### config.mk
export PLATFORM = sky130hd
export DESIGN_NAME = pcd_miller_encoder
export DESIGN_NICKNAME = d
export VERILOG_FILES = /design/src/rtl/pcd_miller_encoder.sv
export SDC_FILE = /design/constraint.sdc
export NUM_CORES = 1
export LEC_CHECK = 0
export BUFFER_PORTS_ARGS = -buffer_cell sky130_fd_sc_hd__buf_2
export CAP_MARGIN = 15
export CELL_PAD_IN_SITES_DETAIL_PLACEMENT = 1
export CELL_PAD_IN_SITES_GLOBAL_PLACEMENT = 1
export CORE_MARGIN = 3
export CORE_UTILIZATION = 25
export CTS_CLUSTER_SIZE = 10
export DETAILED_ROUTE_END_ITERATION = 7
export PLACE_DENSITY_LB_ADDON = 0.15
export SYNTH_ARGS = -nofsm -noshare
export SYNTH_HDL_FRONTEND = slang
export SYNTH_SLANG_ARGS = --single-unit
### constraint.sdc
create_clock -name clk_sc -period 4.95 [get_ports clk_sc]
set_input_delay 0.99 -clock clk_sc [delete_from_list [all_inputs] [get_ports clk_sc]]
set_output_delay 0.99 -clock clk_sc [all_outputs]
set_load 0.01 [all_outputs]
### src/rtl/pcd_miller_encoder.sv
// ISO14443-A reader-side modified-Miller encoder: SOF, LSB-first data with odd
// parity, EOF and a guaranteed inter-frame gap, fed through a one-deep holding register.
module pcd_miller_encoder #(
    parameter int BIT_CYCLES   = 128,
    parameter int PAUSE_CYCLES = 32,
    parameter int GAP_BITS     = 8
) (
    input  logic       clk_sc,
    input  logic       resetn,
    input  logic       s_valid,
    output logic       s_ready,
    input  logic [7:0] s_data,
    input  logic       s_last,
    input  logic       short_frame,
    output logic       miller_out,
    output logic       busy,
    output logic       underrun,
    output logic       frame_done
);

    localparam int CW   = $clog2(BIT_CYCLES);
    localparam int HALF = BIT_CYCLES / 2;
    localparam int BMAX = (GAP_BITS > 8) ? GAP_BITS : 8;
    localparam int BW   = $clog2(BMAX + 1);
    localparam logic [CW-1:0] CNT_LAST = CW'(BIT_CYCLES - 1);

    typedef enum logic [2:0] {IDLE, SOF, DATA, PARITY, EOF0, EOF1, GAP} state_t;
    typedef enum logic [1:0] {SYM_NONE, SYM_Z, SYM_X, SYM_Y} sym_t;

    // Handshake: a byte moves into the holding register on any clk_sc edge where
    // s_valid & s_ready; s_ready is simply "holding register empty".
    state_t        state, state_n;
    sym_t          sym, sym_n;
    logic [CW-1:0] cnt, cnt_n;
    logic [BW-1:0] bit_idx, bit_idx_n;
    logic [7:0]    shreg, shreg_n;
    logic          short_q, short_n, last_q, last_n, par_q, par_n;
    logic [7:0]    hold_data;
    logic          hold_last, hold_short, hold_full;
    logic          load, accept, start_frame, cnt_last, bit_end;

    function automatic sym_t next_sym(input logic b, input sym_t prev);
        if (b)                return SYM_X;
        else if (prev == SYM_X) return SYM_Y;
        else                  return SYM_Z;
    endfunction

    function automatic logic pause_at(input sym_t s, input logic [CW-1:0] c);
        return (s == SYM_Z && int'(c) < PAUSE_CYCLES) ||
               (s == SYM_X && int'(c) >= HALF && int'(c) < HALF + PAUSE_CYCLES);
    endfunction

    assign s_ready  = ~hold_full;
    assign accept   = s_valid & s_ready;
    assign busy     = (state != IDLE);
    assign cnt_last = (cnt == CNT_LAST);
    assign bit_end  = (bit_idx == (short_q ? BW'(6) : BW'(7)));

    always_comb begin
        state_n     = state;
        sym_n       = sym;
        cnt_n       = cnt_last ? '0 : cnt + 1'b1;
        bit_idx_n   = bit_idx;
        shreg_n     = shreg;
        short_n     = short_q;
        last_n      = last_q;
        par_n       = par_q;
        load        = 1'b0;
        start_frame = 1'b0;
        underrun    = 1'b0;
        frame_done  = 1'b0;
        case (state)
            IDLE: begin
                cnt_n = '0;
                if (hold_full) start_frame = 1'b1;
            end
            SOF: if (cnt_last) begin
                state_n = DATA;
                sym_n   = next_sym(shreg[0], sym);
            end
            DATA: if (cnt_last) begin
                if (bit_end && short_q) begin
                    state_n = EOF0;
                    sym_n   = next_sym(1'b0, sym);
                end else if (bit_end) begin
                    state_n = PARITY;
                    sym_n   = next_sym(par_q, sym);
                end else begin
                    bit_idx_n = bit_idx + 1'b1;
                    shreg_n   = {1'b0, shreg[7:1]};
                    sym_n     = next_sym(shreg[1], sym);
                end
            end
            PARITY: if (cnt_last) begin
                if (last_q) begin
                    state_n = EOF0;
                    sym_n   = next_sym(1'b0, sym);
                end else if (hold_full) begin
                    // Continuation byte: its short_frame flag is deliberately dropped.
                    load      = 1'b1;
                    state_n   = DATA;
                    bit_idx_n = '0;
                    shreg_n   = hold_data;
                    last_n    = hold_last;
                    short_n   = 1'b0;
                    par_n     = ~^hold_data;
                    sym_n     = next_sym(hold_data[0], sym);
                end else begin
                    underrun = 1'b1;
                    state_n  = EOF0;
                    sym_n    = next_sym(1'b0, sym);
                end
            end
            EOF0: if (cnt_last) begin
                state_n = EOF1;
                sym_n   = SYM_Y;
            end
            EOF1: if (cnt_last) begin
                frame_done = 1'b1;
                state_n    = GAP;
                sym_n      = SYM_NONE;
                bit_idx_n  = '0;
            end
            GAP: if (cnt_last) begin
                // A byte waiting at the end of the gap starts its SOF immediately,
                // so the carrier-only stretch is exactly GAP_BITS bit periods.
                if (bit_idx == BW'(GAP_BITS - 1)) begin
                    if (hold_full) start_frame = 1'b1;
                    else           state_n = IDLE;
                end else begin
                    bit_idx_n = bit_idx + 1'b1;
                end
            end
            default: state_n = IDLE;
        endcase
        if (start_frame) begin
            load      = 1'b1;
            state_n   = SOF;
            sym_n     = SYM_Z;
            cnt_n     = '0;
            bit_idx_n = '0;
            shreg_n   = hold_data;
            short_n   = hold_short;
            last_n    = hold_last;
            par_n     = ~^hold_data;
        end
    end

    // miller_out is registered from the next-cycle symbol/counter so pause edges
    // line up with the counter values seen by the state register.
    always_ff @(posedge clk_sc or negedge resetn) begin
        if (!resetn) begin
            state      <= IDLE;
            sym        <= SYM_NONE;
            cnt        <= '0;
            bit_idx    <= '0;
            shreg      <= '0;
            short_q    <= 1'b0;
            last_q     <= 1'b0;
            par_q      <= 1'b0;
            miller_out <= 1'b1;
            hold_data  <= '0;
            hold_last  <= 1'b0;
            hold_short <= 1'b0;
            hold_full  <= 1'b0;
        end else begin
            state      <= state_n;
            sym        <= sym_n;
            cnt        <= cnt_n;
            bit_idx    <= bit_idx_n;
            shreg      <= shreg_n;
            short_q    <= short_n;
            last_q     <= last_n;
            par_q      <= par_n;
            miller_out <= ~pause_at(sym_n, cnt_n);
            if (accept) begin
                hold_data  <= s_data;
                hold_last  <= s_last;
                hold_short <= short_frame;
            end
            hold_full <= accept | (hold_full & ~load);
        end
    end

endmodule

==> flow_summary_export.csv <==
group,metric,value,unit
status,outcome,"complete, no violations",
place,dp.cells,342,
cts,cts-resized-gates,0,
global_route,grt_usage,11.5,%
cells_and_area,final.fill_count,1023,
yosys,syn_inst,227,
die,core,8760,µm²
yosys,synth_top_area_cell,"dfrtp_1",
cts,tritoncts,"built",
cells_and_area,antenna_cells,0,
route,first_pass_iters,4,
cts,post-cts-setup-buffers,0,
die,die-width,101,µm
cells_and_area,nets,256,
timing,hold_viol_final,0,
route,ant_nets,0,
global_route,antenna_found_initial,0,
die,die_area,10200,µm²
cts,cts.clk_slew.worst_paths,0.09,ns
yosys,postSynthAreaPerCell,9.96,µm²
timing,rsz0062_at_grt,"false",
timing,slew_violations,0,
yosys,synth_cell_type_count,55,
cts,clkLatencyLatePin,0.29,ns
die,start_util,25.8,%
yosys,async_reset_ff_share,100,%
die,die_h,101,µm
cts,cts_made_buffers,5,
hold_path,min_to,"cnt[0]$_DFF_PN0_",
cells_and_area,layoutNonFillerInstCount,350,
yosys,synth-seq-cells,39,
setup_path,path_class,"reg -> out",
die,io_pins,18,
route,wire_per_inst,15.6,µm
yosys,yosys-top-cells-area,"dfrtp_1 42%, mux2_2 4.5%, a21oi_1 3.5%, mux2i_1 3.5%, xnor2_1 3.5%",
setup_path,worstPathMaxFanout,14,
yosys,yosysWarnings,0,
cts,clockBufferDepth,2,
timing,relSlewSlack,31.2,%
yosys,synth_nets,242,
cts,cts_hold_buf,0,
global_route,grt_pass1_wl,9.23,mm
route,via_count,1717,
yosys,synthFlopType,"dfrtp_1",
place,dpl_cell_area,2400,µm²
yosys,netlist_area,2260,µm²
timing,fmax,339,MHz
yosys,seq_area_frac_synth,43.2,%
cts,htreeDepth,2,
route,drtIter0Drc,34,
cells_and_area,fin_area,2490,µm²
setup_path,reg2reg_slack,2.51,ns
cells_and_area,regArea,977,µm²
timing,setup-violations-final,0,
setup_path,critPathRequiredTime,3.96,ns
place,gp_congestion,0.782,
setup_path,worst-endpoint-arrival,1.96,ns
cells_and_area,drive_gt1_share,20.2,%
timing,clock_skew,0.00768,ns
timing,fin_tns_setup,0,ns
setup_path,r2r-start,"state[2]$_DFFE_PN0P_",
route,vias_per_cell,4.91,
route,drcViolationCount,0,
pwr,power_density,312,nW/µm²
setup_path,r2r_cells,6,
cts,cts.sinks,39,
die,rows,34,
place,detailed_place_hpwl,3.97,mm
setup_path,r2r_end,"shreg[0]$_DFFE_PN0P_",
hold_path,min_path_cells,1,
hold_path,min_from,"cnt[0]$_DFF_PN0_",
cells_and_area,area_growth,10.2,%
global_route,grt_pass1_vias,1797,
timing,period_minus_slack,2.95,ns
pwr,vdd.ir_drop.worst,0.000211,V
place,port_buffers,17,
pwr,p_leak,1.00,nW
timing,tightest_slew,1.03,ns
cts,cts_root_buffer,"clkbuf_8",
flow_run,cap_violations,0,
timing,period_share,59.6,%
yosys,yosysTopAreaCellShare,42.1,%
yosys,synth-edff-count,0,
setup_path,critPathCaptureType,"primary output",
hold_path,hold_path_class,"reg -> reg",
setup_path,cp-start-kind,"register",
cells_and_area,multi_input_area,1150,µm²
global_route,grt_overflow_total,0,
route,drt-total-wl,5.46,mm
global_route,grt_max_degree,40,
-- cells in the mapped netlist (4+ instances only) --
| library cell | instances |
|---|---|
| o21ai_0 | 13 |
| dfrtp_1 | 38 |
| mux2i_1 | 8 |
| and3_1 | 4 |
| inv_1 | 13 |
| xnor2_1 | 9 |
| a21oi_1 | 16 |
| buf_6 | 5 |
| mux2_2 | 9 |
| nor2_1 | 17 |
| nand2_1 | 19 |
| nand3_1 | 12 |
-- area by class of cell --
cell class	count	area share, %
Multi-Input combinational cell	165	46.1
Sequential cell	39	39.2
Tap cell	108	5.42
Timing Repair Buffer	17	3.41
Clock buffer	6	3.31
Inverter	13	1.96
Clock inverter	2	0.552
-- worst max-delay path: stages, from the launching register on --
cell	delay, ns
dfrtp_1	0.64
nor2b_2	0.46
nand3_1	0.23
nor3_1	0.19
buf_2	0.16
-- power breakdown --
group	switching [mW]	internal, mW
clock	0.128	0.114
sequential	0.0384	0.358
combinational	0.0570	0.0810
total	0.224	0.553
-- cell families after synthesis --
family,after synthesis,synth area share (%)
and+or+nand+nor,75,19.0
muxes,17,8.02
xor gates and xnor gates,12,4.65
AOI/OAI and AO/OA,59,18.1
buffers and inverters,23,5.92
DFF,39,43.2
adders and majority gates,2,1.11
-- registers in the layout, indices dropped and copies added, names as in the netlist --
name and flops:
shreg 8, bit_idx 4, hold_last 1, hold_short 1, sym 2, short_q 1
last_q 1, cnt 7, hold_full 1, hold_data 8, par_q 1, miller_out 1
state 3
-- per-layer routing --
layer,track usage [%],vias to the layer above,share of wire (%)
met1,14.9,865,48
met5,0,-,0
met4,3.58,0,0.90
met2,18.9,18,48
li1,-,830,-
met3,2.63,4,2.6
-- through the flow --
stage               hold WS (ns)  power, mW  utilization, %  setup WS [ns]
global placement           0.465      0.545            27.3           2.36
finish                     0.479      0.777            28.4           2.00
CTS                        0.484      0.795            28.4           1.99
detailed placement         0.471      0.547            27.3           2.31
floorplan                  0.444      0.506               -           2.66
global route               0.513      0.826            28.4           1.79
-- layout by cell type, fill, tap and decap left out, types with 2 or more instances in the layout --
cell,count
inv_1,13
a22oi_1,3
nor2_1,17
clkbuf_8,6
o221ai_1,2
xor2_1,3
and3_1,4
mux2i_1,8
o21ai_1,3
nand3b_1,2
dfrtp_1,38
xnor2_1,9
nand3_1,12
buf_2,17
ha_1,2
a31oi_1,3
nor2b_1,2
nand3_2,2
o22ai_1,2
nand2_1,19
mux2_2,9
nor3_1,3
a21oi_1,16
o21bai_1,2
o21ai_0,13
nand2b_1,3
-- how the worst max path moves through the flow --
stage	endpoint	slack, ns	startpoint
4_1_cts	underrun	1.99	state[1]$_DFFE_PN0P_
6_report	underrun	2.00	state[1]$_DFFE_PN0P_
3_3_place_gp	underrun	2.36	state[1]$_DFFE_PN0P_
5_1_grt	underrun	1.79	state[1]$_DFFE_PN0P_
2_1_floorplan	underrun	2.66	cnt[0]$_DFF_PN0_
3_5_place_dp	underrun	2.31	state[1]$_DFFE_PN0P_
Note: power is estimated with default switching activity, not from simulation.
